<file path="config.mk">
export PLATFORM = sky130hd
export DESIGN_NAME = alu_op_driver_flat
export DESIGN_NICKNAME = d
export VERILOG_FILES = /design/src/rtl/alu_op_driver_if.sv /design/src/rtl/alu_op_driver.sv /design/src/flat_wrapper.sv
export SDC_FILE = /design/constraint.sdc
export NUM_CORES = 1
export LEC_CHECK = 0
export CORE_ASPECT_RATIO = 1.2
export CORE_MARGIN = 2
export CORE_UTILIZATION = 30
export CTS_CLUSTER_DIAMETER = 80
export CTS_CLUSTER_SIZE = 16
export DETAILED_ROUTE_END_ITERATION = 10
export MAX_ROUTING_LAYER = met4
export PLACE_DENSITY_LB_ADDON = 0.08
export REMOVE_ABC_BUFFERS = 1
export SYNTH_ARGS = -nofsm -noshare
export SYNTH_HDL_FRONTEND = slang
export SYNTH_SLANG_ARGS = --single-unit
</file>
<file path="constraint.sdc">
create_clock -name clk -period 2.5 [get_ports clk]
set_clock_uncertainty 0.2 [all_clocks]
set_input_delay 0.375 -clock clk [delete_from_list [all_inputs] [get_ports clk]]
set_output_delay 0.375 -clock clk [all_outputs]
set_load 0.01 [all_outputs]
</file>
<file path="src/rtl/alu_op_driver_if.sv">
// Request, ALU-drive and response signals of the ALU requester.
// slave = the driver itself; master = control logic plus the ALU datapath.
interface alu_op_driver_if #(
  parameter int WIDTH = 6,
  parameter int OPW   = 3
);
  logic             req_valid;
  logic             req_ready;
  logic [WIDTH-1:0] req_a;
  logic [WIDTH-1:0] req_b;
  logic [OPW-1:0]   req_op;

  logic [WIDTH-1:0] alu_a;
  logic [WIDTH-1:0] alu_b;
  logic [OPW-1:0]   alu_op;
  logic [WIDTH-1:0] alu_z;
  logic             alu_overflow;
  logic             alu_c_out;

  logic             rsp_valid;
  logic             rsp_ready;
  logic [WIDTH-1:0] rsp_z;
  logic             rsp_overflow;
  logic             rsp_c_out;
  logic             rsp_zero;

  logic             busy;
  logic [7:0]       op_count;

  modport slave (
    input  req_valid, req_a, req_b, req_op,
    output req_ready,
    output alu_a, alu_b, alu_op,
    input  alu_z, alu_overflow, alu_c_out,
    output rsp_valid, rsp_z, rsp_overflow, rsp_c_out, rsp_zero,
    input  rsp_ready,
    output busy, op_count
  );

  modport master (
    output req_valid, req_a, req_b, req_op,
    input  req_ready,
    input  alu_a, alu_b, alu_op,
    output alu_z, alu_overflow, alu_c_out,
    input  rsp_valid, rsp_z, rsp_overflow, rsp_c_out, rsp_zero,
    output rsp_ready,
    input  busy, op_count
  );
endinterface

</file>
<file path="src/rtl/alu_op_driver.sv">
// Drives registered operands into a combinational ALU, samples the result SETTLE
// edges after accept and holds it on rsp_* until rsp_ready; one request in flight.
module alu_op_driver #(
  parameter int WIDTH  = 6,
  parameter int OPW    = 3,
  parameter int SETTLE = 1
) (
  input  logic             clk,
  input  logic             reset,
  alu_op_driver_if.slave   bus
);
  localparam logic [1:0] IDLE  = 2'd0;
  localparam logic [1:0] DRIVE = 2'd1;
  localparam logic [1:0] RESP  = 2'd2;

  logic [1:0]       state;
  logic [3:0]       cnt;
  logic [WIDTH-1:0] alu_a_q;
  logic [WIDTH-1:0] alu_b_q;
  logic [OPW-1:0]   alu_op_q;
  logic             rsp_valid_q;
  logic [WIDTH-1:0] rsp_z_q;
  logic             rsp_overflow_q;
  logic             rsp_c_out_q;
  logic             rsp_zero_q;
  logic [7:0]       op_count_q;

  assign bus.req_ready    = (state == IDLE);
  assign bus.busy         = (state != IDLE);
  assign bus.alu_a        = alu_a_q;
  assign bus.alu_b        = alu_b_q;
  assign bus.alu_op       = alu_op_q;
  assign bus.rsp_valid    = rsp_valid_q;
  assign bus.rsp_z        = rsp_z_q;
  assign bus.rsp_overflow = rsp_overflow_q;
  assign bus.rsp_c_out    = rsp_c_out_q;
  assign bus.rsp_zero     = rsp_zero_q;
  assign bus.op_count     = op_count_q;

  always_ff @(posedge clk or posedge reset) begin
    if (reset) begin
      state          <= IDLE;
      cnt            <= '0;
      alu_a_q        <= '0;
      alu_b_q        <= '0;
      alu_op_q       <= '0;
      rsp_valid_q    <= 1'b0;
      rsp_z_q        <= '0;
      rsp_overflow_q <= 1'b0;
      rsp_c_out_q    <= 1'b0;
      rsp_zero_q     <= 1'b0;
      op_count_q     <= '0;
    end else begin
      case (state)
        IDLE: begin
          if (bus.req_valid) begin
            alu_a_q  <= bus.req_a;
            alu_b_q  <= bus.req_b;
            alu_op_q <= bus.req_op;
            cnt      <= 4'(SETTLE - 1);
            state    <= DRIVE;
          end
        end
        DRIVE: begin
          if (cnt != 4'd0) begin
            cnt <= cnt - 4'd1;
          end else begin
            // Flags are forwarded untouched, whatever unit produced them.
            rsp_z_q        <= bus.alu_z;
            rsp_overflow_q <= bus.alu_overflow;
            rsp_c_out_q    <= bus.alu_c_out;
            rsp_zero_q     <= (bus.alu_z == '0);
            rsp_valid_q    <= 1'b1;
            state          <= RESP;
          end
        end
        RESP: begin
          if (bus.rsp_ready) begin
            rsp_valid_q <= 1'b0;
            op_count_q  <= op_count_q + 8'd1;
            state       <= IDLE;
          end
        end
        default: state <= IDLE;
      endcase
    end
  end
endmodule

</file>
<file path="src/flat_wrapper.sv">
// flat-port wrapper written by rule: the top's interface ports become plain ports
module alu_op_driver_flat 
#(
  parameter int WIDTH  = 6,
  parameter int OPW    = 3,
  parameter int SETTLE = 1
)
  (clk, reset, bus_req_valid, bus_req_a, bus_req_b, bus_req_op, bus_req_ready, bus_alu_a, bus_alu_b, bus_alu_op, bus_alu_z, bus_alu_overflow, bus_alu_c_out, bus_rsp_valid, bus_rsp_z, bus_rsp_overflow, bus_rsp_c_out, bus_rsp_zero, bus_rsp_ready, bus_busy, bus_op_count);
  alu_op_driver_if #(.WIDTH(WIDTH), .OPW(OPW)) bus_i ();
  input  logic clk;
  input  logic reset;
  input wire logic [$bits(bus_i.req_valid)-1:0] bus_req_valid;
  input wire logic [$bits(bus_i.req_a)-1:0] bus_req_a;
  input wire logic [$bits(bus_i.req_b)-1:0] bus_req_b;
  input wire logic [$bits(bus_i.req_op)-1:0] bus_req_op;
  output wire logic [$bits(bus_i.req_ready)-1:0] bus_req_ready;
  output wire logic [$bits(bus_i.alu_a)-1:0] bus_alu_a;
  output wire logic [$bits(bus_i.alu_b)-1:0] bus_alu_b;
  output wire logic [$bits(bus_i.alu_op)-1:0] bus_alu_op;
  input wire logic [$bits(bus_i.alu_z)-1:0] bus_alu_z;
  input wire logic [$bits(bus_i.alu_overflow)-1:0] bus_alu_overflow;
  input wire logic [$bits(bus_i.alu_c_out)-1:0] bus_alu_c_out;
  output wire logic [$bits(bus_i.rsp_valid)-1:0] bus_rsp_valid;
  output wire logic [$bits(bus_i.rsp_z)-1:0] bus_rsp_z;
  output wire logic [$bits(bus_i.rsp_overflow)-1:0] bus_rsp_overflow;
  output wire logic [$bits(bus_i.rsp_c_out)-1:0] bus_rsp_c_out;
  output wire logic [$bits(bus_i.rsp_zero)-1:0] bus_rsp_zero;
  input wire logic [$bits(bus_i.rsp_ready)-1:0] bus_rsp_ready;
  output wire logic [$bits(bus_i.busy)-1:0] bus_busy;
  output wire logic [$bits(bus_i.op_count)-1:0] bus_op_count;
  assign bus_i.req_valid = bus_req_valid;
  assign bus_i.req_a = bus_req_a;
  assign bus_i.req_b = bus_req_b;
  assign bus_i.req_op = bus_req_op;
  assign bus_req_ready = bus_i.req_ready;
  assign bus_alu_a = bus_i.alu_a;
  assign bus_alu_b = bus_i.alu_b;
  assign bus_alu_op = bus_i.alu_op;
  assign bus_i.alu_z = bus_alu_z;
  assign bus_i.alu_overflow = bus_alu_overflow;
  assign bus_i.alu_c_out = bus_alu_c_out;
  assign bus_rsp_valid = bus_i.rsp_valid;
  assign bus_rsp_z = bus_i.rsp_z;
  assign bus_rsp_overflow = bus_i.rsp_overflow;
  assign bus_rsp_c_out = bus_i.rsp_c_out;
  assign bus_rsp_zero = bus_i.rsp_zero;
  assign bus_i.rsp_ready = bus_rsp_ready;
  assign bus_busy = bus_i.busy;
  assign bus_op_count = bus_i.op_count;
  alu_op_driver #(.WIDTH(WIDTH), .OPW(OPW), .SETTLE(SETTLE)) u_core (.clk(clk), .reset(reset), .bus(bus_i));
endmodule
</file>
# [After elaboration in Yosys (flattened, before gate mapping)]
# Index checks and enable logic that the tools add are counted.
[word_totals] latch_bits=0 mem_count=0 ram_bits=0 regBits=39 romBits=0 in_bits=27
[op_classes] eq_ne=6 order_cmp=0 bitwise_logic=1 n_shift=0 add_sub_neg=2 muxes=10 n_reduce_logical=12 div_mod_pow=0 n_mul=0
[ops] operator="AND reduction 3 bit" n=3
[ops] operator="adder 8 x 1 -> 8 bit, second input constant" n=1
[ops] operator="2-to-1 mux 4 bit" n=2
[ops] operator="case mux 4 bit (2 select lines)" n=1
[ops] operator="zero test 6 bit" n=1
[ops] operator="2-to-1 mux 2 bit" n=3
[ops] operator="!= test 2 bit, second input constant" n=3
[ops] operator="case mux 2 bit (3 select lines)" n=1
[ops] operator="AND reduction 2 bit" n=3
[ops] operator="nonzero test 2 bit" n=3
[ops] operator="nonzero test 4 bit" n=1
[ops] operator="subtractor 4 x 1 -> 4 bit, second input constant" n=1
[ops] operator="== test 2 x 1 -> 1 bit, second input constant" n=1
[ops] operator="== test 2 bit, second input constant" n=1
[ops] operator="zero test 2 bit" n=1
[ops] operator="2-to-1 mux 1 bit" n=2
[ops] operator="!= test 2 x 1 -> 1 bit, second input constant" n=1
[ops] operator="case mux 1 bit (2 select lines)" n=1
[ops] operator="NOT 1 bit" n=1

# [Depth between registers and ports, before layout]
[logic_depth] depth_word=3 mapped_depth=6 ltp_nobuf=5

# [Least setup slack after synthesis]
# No wires, ideal clock.
[synth_path] path_kind="reg2reg" from="reg u_core.cnt[0]" to="reg u_core.rsp_c_out_q, in the netlist u_core.bus.rsp_c_out" n_path_buf=1 path_stages_with_launch=7 setup_ps=125 arrival_time_ps=1539 path_slack_ps=636 t_required_ps=2175 path_cell_list="dfrtp_1 -> inv_1 -> ha_1 -> or3b_4 -> nand2b_4 -> buf_6 -> mux2_2"
[synth_between] elab_chain_len=3
[synth_lines] item="start: declaration" line="alu_op_driver.sv:17" text="logic [3:0] cnt;"
[synth_lines] item="start signal: assignment" line="alu_op_driver.sv:60" text="cnt <= 4'(SETTLE - 1);"
[synth_lines] item="start signal: assignment" line="alu_op_driver.sv:66" text="cnt <= cnt - 4'd1;"
[synth_lines] item="nonzero test 4 bit" line="alu_op_driver.sv:65" text="if (cnt != 4'd0) begin"
[synth_lines] item="NOT 1 bit (no line)"
[synth_lines] item="AND reduction 2 bit (no line)"
[synth_lines] item="end signal: assignment" line="alu_op_driver.sv:71" text="rsp_c_out_q <= bus.alu_c_out;"
[synth_lines] item="end: declaration" line="alu_op_driver.sv:24" text="logic rsp_c_out_q;"
# Every way passes these cells.
# A chain may end at the register's enable or synchronous reset.

# [Final worst setup path]
[layout_path] from="reg u_core.state[1]" to="out bus_req_ready"
[layout_between] elab_chain_len=1
[layout_lines] item="start: declaration" line="alu_op_driver.sv:16" text="logic [1:0] state;"
[layout_lines] item="start signal: assignment" line="alu_op_driver.sv:42" text="state <= IDLE;"
[layout_lines] item="start signal: assignment" line="alu_op_driver.sv:61" text="state <= DRIVE;"
[layout_lines] item="start signal: assignment" line="alu_op_driver.sv:74" text="state <= RESP;"
[layout_lines] item="zero test 2 bit" line="alu_op_driver.sv:28" text="assign bus.req_ready = (state == IDLE);"
[layout_lines] item="end: declaration" line="flat_wrapper.sv:16" text="output wire logic [$bits(bus_i.req_ready)-1:0] bus_req_ready;"
# Every way passes these cells.

==> run_results.csv <==
group,metric,value,unit
placed_design,place_area,0.00235,mm^2
clocking,post-cts-setup-buffers,0,
logic_synthesis,synth_top_area_share,57.4,%
timing,fin_crit,2240,ps
layout,final_cell_area,0.00246,mm^2
drt,antenna_left,0,
status,outcome,"complete, no violations",
logic_synthesis,yosys-top-cells-count,"39 x dfrtp_1, 19 x mux2_2, 9 x nand2_1",
global_routing,grt_max_degree,40,
logic_synthesis,synth-main-ff-cell,"dfrtp_1",
global_routing,grt_pass1_vias,1218,
logic_synthesis,synth_edf_count,0,
logic_synthesis,synth_cell_type_count,30,
drt,drt_wl_total,3540,um
placed_design,place_congestion,0.790,
worst_setup_path,reg2regPathDepth,5,
layout,area_delta_synth_final,45.0,%
global_routing,grt_overflow_total,0,
power,ir_drop,460,uV
layout,regArea,976,um^2
floorplanning,dieArea,0.00628,mm^2
logic_synthesis,yosys-top-cells-area,"dfrtp_1 57%, mux2_2 13%, mux2_4 6.2%",
clocking,post_cts_resized,0,
layout,drive_above_1_share,20.7,%
logic_synthesis,async_reset_ff_share,100,%
logic_synthesis,synth_compound_area_share,1.69,%
timing,setup_viol,0,
clocking,cts_sinks,39,
floorplanning,start_util,30.6,%
hold_path,whs_path_depth,1,
clocking,numCtsBuffers,5,
clocking,cts_hold_buf,0,
clocking,clock_latency,280,ps
worst_setup_path,worstSetupStartpoint,"u_core.state[1]",
logic_synthesis,seq_area_frac_synth,57.4,%
floorplanning,core,0.00556,mm^2
logic_synthesis,avgSynthCellArea,13.9,um^2
worst_setup_path,start_kind,"register",
logic_synthesis,synth-xor-area-share,3.61,%
floorplanning,io-pin-count,62,
layout,antenna_cells,0,
floorplanning,die_x,72.7,um
hold_path,hold_start,"u_core.bus.op_count[7]",
clocking,cts_buffer_depth,2,
drt,via_per_inst,4.60,
timing,max_slew_margin,66.3,%
worst_setup_path,cp.arrival,1670,ps
logic_synthesis,yosysMostFrequentCell,"dfrtp_1",
clocking,cts_tree,"built",
layout,multiInputGateArea,649,um^2
logic_synthesis,ys_seq_elements,39,
floorplanning,die_y,86.4,um
clocking,cts_root_buf,"clkbuf_8",
global_routing,grt_first_pass_wirelength,5800,um
placed_design,dpl.hpwl,2620,um
drt,wl_per_cell,14.1,um
timing,finalMaxSlewViolations,0,
worst_setup_path,timing.rr.end,"u_core.bus.rsp_c_out",
logic_synthesis,synth.largest_area_cell,"dfrtp_1",
drt,drt_first_iter_violations,33,
logic_synthesis,synth_fa_ha_area_share,2.21,%
placed_design,portBuffers,61,
worst_setup_path,cp.required,1920,ps
logic_synthesis,syn_area,0.00170,mm^2
logic_synthesis,yosys.area_share.simple,10.8,%
global_routing,antenna_found_initial,0,
power,p_leak,1.11,nW
drt,vias,1158,
timing,rsz0062_at_grt,"false",
worst_setup_path,cp_max_fo,9,
clocking,clkTransAtPathRegs,80,ps
logic_synthesis,muxShareOfSynthArea,20.0,%
worst_setup_path,cp-end-kind,"output pin",
hold_path,hold_class,"reg -> reg",
logic_synthesis,synth_top_family_by_area,"multiplexers",
drt,drc,0,
timing,fin_crit_sh,89.7,%
layout,final_nets,217,
clocking,htreeDepth,2,
timing,fmax,446,MHz
logic_synthesis,yosysWarnings,0,
worst_setup_path,r2r_slack,540,ps
timing,tightest_slew,506,ps
layout,nFillCells,512,
power,finalPower,0.00299,W
timing,finalHoldViolations,0,
floorplanning,rows,30,
drt,first_pass_iters,4,
global_routing,grt_usage,12.4,%
job,cap_violations,0,
worst_setup_path,r2r_start,"u_core.cnt[0]",
logic_synthesis,syn_inst,122,
timing,fin_tns_setup,0,ps
power,pwr_density_cell,1210,mW/mm^2
hold_path,min_to,"u_core.bus.op_count[7]",
worst_setup_path,critPathKind,"reg -> out",
## kinds of logic (layout without fill, tap and decap cells)
kind of cell / count (synthesis) / in the layout
simple gates: 32 / 32
compound gates: 4 / 4
fa+ha+maj: 3 / 3
mux: 28 / 28
xor+xnor: 7 / 7
flops: 39 / 39
buf+inv: 9 / 75
## flip-flops by register name, summed over array words and instances, names as in the netlist
register and flops:
u_core.bus.alu_a 6, u_core.bus.rsp_zero 1, u_core.bus.alu_b 6, u_core.bus.op_count 8
u_core.bus.rsp_c_out 1, u_core.state 2, u_core.bus.rsp_z 6, u_core.bus.rsp_valid 1
u_core.bus.rsp_overflow 1, u_core.bus.alu_op 3, u_core.cnt 4
## worst max-delay path, stage by stage (launching register included)
cell and delay, ps:
dfrtp_1 470, or2_2 330, inv_1 50, clkdlybuf4s50_1 520
## cells in the final DEF, fill, tap and decap left out, types with 2 or more instances in the layout
cell type,netlist,final
mux2_2,19,19
nand3_1,5,5
mux2i_1,2,2
nand2_1,9,9
nor3_1,5,5
nor2_1,2,2
clkdlybuf4s50_1,0,61
mux2_4,7,7
xor2_1,4,4
xnor2_1,3,3
buf_4,0,2
inv_1,4,4
ha_1,3,3
clkbuf_8,0,6
dfrtp_1,39,39
## per-layer routing
layer	share of wire, %	GRT usage (%)
met1	43	14.9
met2	50	20.0
met3	5.2	3.49
met4	1.6	4.04
met5	0	-
## where the power goes
| group | total, W | internal [W] | switching (W) |
|---|---|---|---|
| Combinational | 0.00135 | 0.000852 | 0.000496 |
| Clock | 0.000535 | 0.000323 | 0.000212 |
| Sequential | 0.00110 | 0.000903 | 0.000202 |
## worst max path at each step
stage and end:
2_1_floorplan u_core.bus.rsp_c_out, 3_3_place_gp u_core.bus.alu_a[1], 3_5_place_dp u_core.bus.alu_a[1], 4_1_cts bus_req_ready
5_1_grt bus_req_ready, 6_report bus_req_ready
## cell type report
type | instances | area share, %
Inverter | 4 | 0.609
Clock inverter | 2 | 1.42
Multi-Input combinational cell | 74 | 26.4
Timing Repair Buffer | 63 | 25.4
Clock buffer | 6 | 3.35
Tap cell | 64 | 3.25
Sequential cell | 39 | 39.6
## per-stage QoR
step	instances	hold slack, ps	setup WS (ps)	utilization, %
global placement	244	260	440	42.2
finish	252	264	257	44.3
global route	252	292	159	44.3
floorplan	117	268	706	-
detailed placement	244	256	406	42.2
CTS	252	271	235	44.3
(Power assumes the default switching activity.)
